`src/rtl/spi_slave_fifo.sv`:
```
// spi_slave_fifo: mode-0 SPI slave, WIDTH-bit MSB-first words, RX/TX FIFOs, sticky status, LED view.
// Define SPI_SLAVE_ECHO_EN to echo the last received word instead of FILL on TX underrun.
module spi_slave_fifo #(
  parameter int WIDTH = 8,
  parameter int DEPTH = 16,
  parameter logic [WIDTH-1:0] FILL = '0
) (
  input  logic                         clk_25mhz,
  input  logic                         resetn,
  input  logic                         sck,
  input  logic                         mosi,
  input  logic                         ssel,
  output logic                         miso,
  output logic [WIDTH-1:0]             rx_data,
  output logic                         rx_valid,
  input  logic                         rx_ready,
  input  logic [WIDTH-1:0]             tx_data,
  input  logic                         tx_valid,
  output logic                         tx_ready,
  output logic [$clog2(DEPTH+1)-1:0]   rx_count,
  output logic [$clog2(DEPTH+1)-1:0]   tx_count,
  output logic                         overflow,
  output logic                         underrun,
  input  logic                         clear_flags,
  output logic [7:0]                   led
);
  localparam int AW = $clog2(DEPTH);
  localparam int CW = $clog2(DEPTH+1);
  localparam int BW = $clog2(WIDTH);

  typedef enum logic {IDLE, ACTIVE} state_t;

  state_t           state_q;
  logic [2:0]       sck_q, ssel_q, mosi_q;
  logic [BW-1:0]    bit_q, bit_d;
  logic [WIDTH-1:0] rx_sh_q, tx_sh_q, tx_sh_d, last_q;
  logic             skip_q, overflow_q, underrun_q, ovf_d, und_d;
  logic [WIDTH-1:0] rx_mem_q [DEPTH];
  logic [WIDTH-1:0] tx_mem_q [DEPTH];
  logic [AW-1:0]    rx_rd_q, rx_wr_q, tx_rd_q, tx_wr_q;
  logic [CW-1:0]    rx_cnt_q, tx_cnt_q, rx_cnt_d, tx_cnt_d;
  logic             sck_rise, sck_fall, ssel_rise, ssel_fall, active;
  logic             bit_en, shift_en, word_done, load, tx_empty;
  logic             tx_pop, tx_push, rx_pop, rx_push;
  logic [WIDTH-1:0] rx_word, fill_word;

  assign active   = state_q == ACTIVE;
  assign miso     = active & tx_sh_q[WIDTH-1];
  assign rx_valid = rx_cnt_q != '0;
  assign rx_data  = rx_valid ? rx_mem_q[rx_rd_q] : '0;
  assign tx_ready = tx_cnt_q != CW'(DEPTH);
  assign rx_count = rx_cnt_q;
  assign tx_count = tx_cnt_q;
  assign overflow = overflow_q;
  assign underrun = underrun_q;
  assign rx_word  = {rx_sh_q[WIDTH-2:0], mosi_q[2]};

`ifdef SPI_SLAVE_ECHO_EN
  assign fill_word = word_done ? rx_word : last_q;
`else
  assign fill_word = FILL;
`endif

  if (WIDTH >= 8) begin : g_led
    assign led = last_q[7:0];
  end else begin : g_led
    assign led = {{(8-WIDTH){1'b0}}, last_q};
  end

  always_comb begin
    sck_rise  = sck_q[1] & ~sck_q[2];
    sck_fall  = ~sck_q[1] & sck_q[2];
    ssel_rise = ssel_q[1] & ~ssel_q[2];
    ssel_fall = ~ssel_q[1] & ssel_q[2];
    bit_en    = active & ~ssel_rise & sck_rise;
    shift_en  = active & ~ssel_rise & sck_fall & ~skip_q;
    word_done = bit_en & (bit_q == BW'(WIDTH-1));
    load      = ssel_fall | word_done;
    tx_empty  = tx_cnt_q == '0;
    tx_pop    = load & ~tx_empty;
    tx_push   = tx_valid & tx_ready;
    rx_pop    = rx_valid & rx_ready;
    rx_push   = word_done & ((rx_cnt_q != CW'(DEPTH)) | rx_pop);
    tx_sh_d   = load ? (tx_empty ? fill_word : tx_mem_q[tx_rd_q]) :
                shift_en ? {tx_sh_q[WIDTH-2:0], 1'b0} : tx_sh_q;
    bit_d     = (ssel_fall | ssel_rise | word_done) ? '0 : bit_en ? bit_q + BW'(1) : bit_q;
    rx_cnt_d  = rx_cnt_q + CW'(rx_push) - CW'(rx_pop);
    tx_cnt_d  = tx_cnt_q + CW'(tx_push) - CW'(tx_pop);
    // a set event in the same cycle as clear_flags wins
    ovf_d     = (overflow_q & ~clear_flags) | (word_done & ~rx_push);
    und_d     = (underrun_q & ~clear_flags) | (load & tx_empty);
  end

  always_ff @(posedge clk_25mhz or negedge resetn) begin
    if (!resetn) begin
      state_q    <= IDLE;
      sck_q      <= '0;
      ssel_q     <= '1;
      mosi_q     <= '0;
      bit_q      <= '0;
      rx_sh_q    <= '0;
      tx_sh_q    <= '0;
      last_q     <= '0;
      skip_q     <= 1'b0;
      overflow_q <= 1'b0;
      underrun_q <= 1'b0;
      rx_rd_q    <= '0;
      rx_wr_q    <= '0;
      tx_rd_q    <= '0;
      tx_wr_q    <= '0;
      rx_cnt_q   <= '0;
      tx_cnt_q   <= '0;
    end else begin
      sck_q      <= {sck_q[1:0], sck};
      ssel_q     <= {ssel_q[1:0], ssel};
      mosi_q     <= {mosi_q[1:0], mosi};
      state_q    <= ssel_fall ? ACTIVE : ssel_rise ? IDLE : state_q;
      bit_q      <= bit_d;
      tx_sh_q    <= tx_sh_d;
      overflow_q <= ovf_d;
      underrun_q <= und_d;
      rx_cnt_q   <= rx_cnt_d;
      tx_cnt_q   <= tx_cnt_d;
      if (bit_en) rx_sh_q <= rx_word;
      if (word_done) last_q <= rx_word;
      // the falling edge right after a word's last bit must keep the freshly loaded MSB
      skip_q     <= word_done ? 1'b1 : (sck_fall | ssel_fall) ? 1'b0 : skip_q;
      if (rx_push) rx_wr_q <= rx_wr_q + AW'(1);
      if (rx_pop) rx_rd_q <= rx_rd_q + AW'(1);
      if (tx_push) tx_wr_q <= tx_wr_q + AW'(1);
      if (tx_pop) tx_rd_q <= tx_rd_q + AW'(1);
    end
  end

  always_ff @(posedge clk_25mhz) begin
    if (rx_push) rx_mem_q[rx_wr_q] <= rx_word;
    if (tx_push) tx_mem_q[tx_wr_q] <= tx_data;
  end
endmodule
```
`config.mk`:
```
export PLATFORM = sky130hd
export DESIGN_NAME = spi_slave_fifo
export DESIGN_NICKNAME = d
export VERILOG_FILES = /design/src/rtl/spi_slave_fifo.sv
export SDC_FILE = /design/constraint.sdc
export NUM_CORES = 1
export LEC_CHECK = 0
export CAP_MARGIN = 25
export CORE_ASPECT_RATIO = 0.6
export CORE_UTILIZATION = 49
export CTS_BUF_LIST = sky130_fd_sc_hd__clkbuf_16
export DETAILED_ROUTE_END_ITERATION = 8
export PLACE_DENSITY = 0.64
export RECOVER_POWER = 100
export SLEW_MARGIN = 5
export SYNTH_ARGS = -nofsm -noshare
export SYNTH_HDL_FRONTEND = slang
export SYNTH_SLANG_ARGS = --single-unit
```
`constraint.sdc`:
```
create_clock -name clk_25mhz -period 4.2 [get_ports clk_25mhz]
set_clock_uncertainty 0.05 [all_clocks]
set_input_delay 0.84 -clock clk_25mhz [delete_from_list [all_inputs] [get_ports clk_25mhz]]
set_output_delay 0.84 -clock clk_25mhz [all_outputs]
set_load 0.1 [all_outputs]
```
==> metrics.cfg <==
[clock_tree]
insertion_delay_ns = 0.53
clk_path_buf_depth = 3
hold_buffers = 0
cts_buffers = 29
cts_resized = 0
cts_tree = done
clkSinkCount = 321
post-cts-setup-buffers = 0
cts.clk_slew.worst_paths_ns = 0.06
cts_root_buf = clkbuf_16
cts-htree-levels = 1

[synth]
synth_area_leaders = edfxtp_1 (59%), dfrtp_1 (12%), mux4_2 (11%)
synth_seq_cells = 321
yosysTopAreaCell = edfxtp_1
syn_area_mm2 = 0.0129
synthCells = 682
yosys_warnings = 0
ys_types = 45
syn_avg_cell_area_um2 = 19.0
ys_async_sr_fraction_pct = 20.2
ys_seq_area_share_pct = 72.0
synth_ff_type = edfxtp_1
synth_nets = 726
synth_top_area_share_pct = 59.4
synth_edf_count = 256

[drt]
routed_wl_mm = 25.2
dr.pass1.iters = 4
drc = 0
wl_per_cell_um = 22.5
antenna_left = 0
vias = 6306
drtIter0Drc = 613
viasPerCell = 5.64

[critical_path]
start_kind = register
path_delay_family = simple AND/OR/NAND/NOR gates
slowest_stage = nand2_1
cp_max_fo = 8
worstSetupPathType = register to output pin
cp_slowest_stage_delay_ns = 0.62
worstPathRequired_ns = 3.31
worstPathBufferInverterCount = 2
cp.arrival_ns = 2.86
end_kind = output pin
path_cells = inv_1, ha_1, nor3b_2, nand2_2, nand2_1, o22ai_4, clkbuf_2

[placement]
pre_cts_ws_ns = 0.646
dp_cells = 1062
io_buffers = 46
dp_hpwl_mm = 17.0
gp_congestion = 0.801
place_area_mm2 = 0.0139

[global_route]
grt_max_degree = 41
grt_usage_pct = 19.6
grt.overflow.total = 0
grt_pass1_wl_mm = 39.2
antenna_found_initial = 0
grt_pass1_vias = 6566

[floorplan]
io_pins = 47
die-height_um = 128
start_util_pct = 50.5
core-area_mm2 = 0.0256
die-area_mm2 = 0.0271
die_w_um = 212
num_rows = 45

[layout]
nets = 789
diodes = 0
fin_cells = 1119
fin_area_mm2 = 0.0148
drive_gt1_share_pct = 21.0
final_common_cell = edfxtp_1
most-common-layout-cells = edfxtp_1 (256), mux4_2 (64), dfrtp_1 (59)
area_growth_pct = 14.5

[sta]
maxSlewHeadroom_pct = -41.0
fmax_mhz = 267
period_minus_slack_ns = 3.75
period_share_pct = 89.3
finalHoldViolations = 0
rsz0062_at_grt = no
report.final.slew_viol_count = 41
fin_worst_hold_slack_ns = 0.297
setup_slack_ns = 0.449
tightest_slew_ns = 2.11
fin_tns_setup_ns = 0
setup_viol = 0

[power]
max-vdd-ir-drop_mv = 0.674
p_leak_uw = 0.00522
powerDensity_mw_per_mm2 = 690

[worst_hold_path]
hold_path_class = register to register

[status]
violations = max-capacitance violations, max-slew violations
run_status = finished with violations

[job]
drv_cap = 1

[power by group]
part / switching (uW) / internal (uW) / leakage [uW]
Clock: 1100 / 1440 / 0.000478
Sequential: 402 / 3790 / 0.00312
Combinational: 2150 / 1350 / 0.00162
[flip-flops by register name, indices dropped and copies added, names as in the netlist, 4 cells and up]
name      count
rx_mem_q    128
tx_mem_q    128
led           8
tx_sh_q       8
rx_sh_q       7
rx_count      5
tx_count      5
rx_rd_q       4
rx_wr_q       4
tx_rd_q       4
tx_wr_q       4
[cell type report]
type / count / area, um2
fillers: 1865 / 10800
flip-flops and latches: 321 / 9320
multi-input cells: 305 / 3480
clock buffers: 29 / 726
repair buffers: 61 / 566
well taps: 352 / 440
clock inverters: 24 / 186
inverters: 27 / 101
[final timing paths]
path / cells past startpoint / from / endpoint / slack, ns
max in group asynchronous: 2 / resetn / tx_rd_q[0] / 1.03
hold / removal: 0 / mosi_q[1] / mosi_q[2] / 0.30
hold reg to reg: 0 / mosi_q[1] / mosi_q[2] / 0.30
min in group asynchronous: 1 / resetn / rx_count[2] / 0.87
setup / recovery: 7 / rx_count[2] / rx_data[6] / 0.45
setup reg to reg: 16 / ssel_q[2] / tx_count[4] / 0.63
[metrics by stage]
step	util, %	total power [uW]
final	57.9	10200
after global routing	57.9	10600
after floorplan	-	6870
after global placement	54.2	7660
after CTS	57.9	10300
after detailed placement	54.3	7790
[kinds of logic after synthesis]
logic type               Yosys count  synth area share (%)
flip-flops                       321                  72.0
AO/OA/AOI/OAI                     36                  1.90
buffers and inverters             56                  1.94
AND/OR/NAND/NOR                  100                  4.26
multiplexers                     121                  15.7
XOR/XNOR                          20                  1.35
adder cells (fa/ha/maj)           28                  2.82
[Yosys cell counts, types with 2 or more instances]
master / instances
ha_1: 26
buf_6: 3
dfstp_2: 3
nand4_1: 3
edfxtp_1: 256
buf_2: 12
nor3b_2: 3
o21ai_0: 4
a21boi_0: 2
dfrtp_1: 62
nor3_1: 5
and3_1: 2
nand2b_1: 5
mux2_2: 18
o22ai_1: 16
mux2i_1: 39
nand3_1: 4
nand2_1: 37
nor2_1: 14
a21o_1: 2
fa_1: 2
clkbuf_1: 9
inv_1: 26
a21oi_1: 7
buf_1: 4
xnor2_1: 15
mux4_2: 64
xor2_1: 5
and2_1: 18
[layer usage]
metal,part of all wire [%],vias up,GRT usage [%]
met4,1.2,0,3.45
met3,5.9,25,3.36
met1,50,3307,32.0
met2,43,187,27.8
met5,0,-,0
li1,-,2787,-
Power figures use the tool's default switching activity.
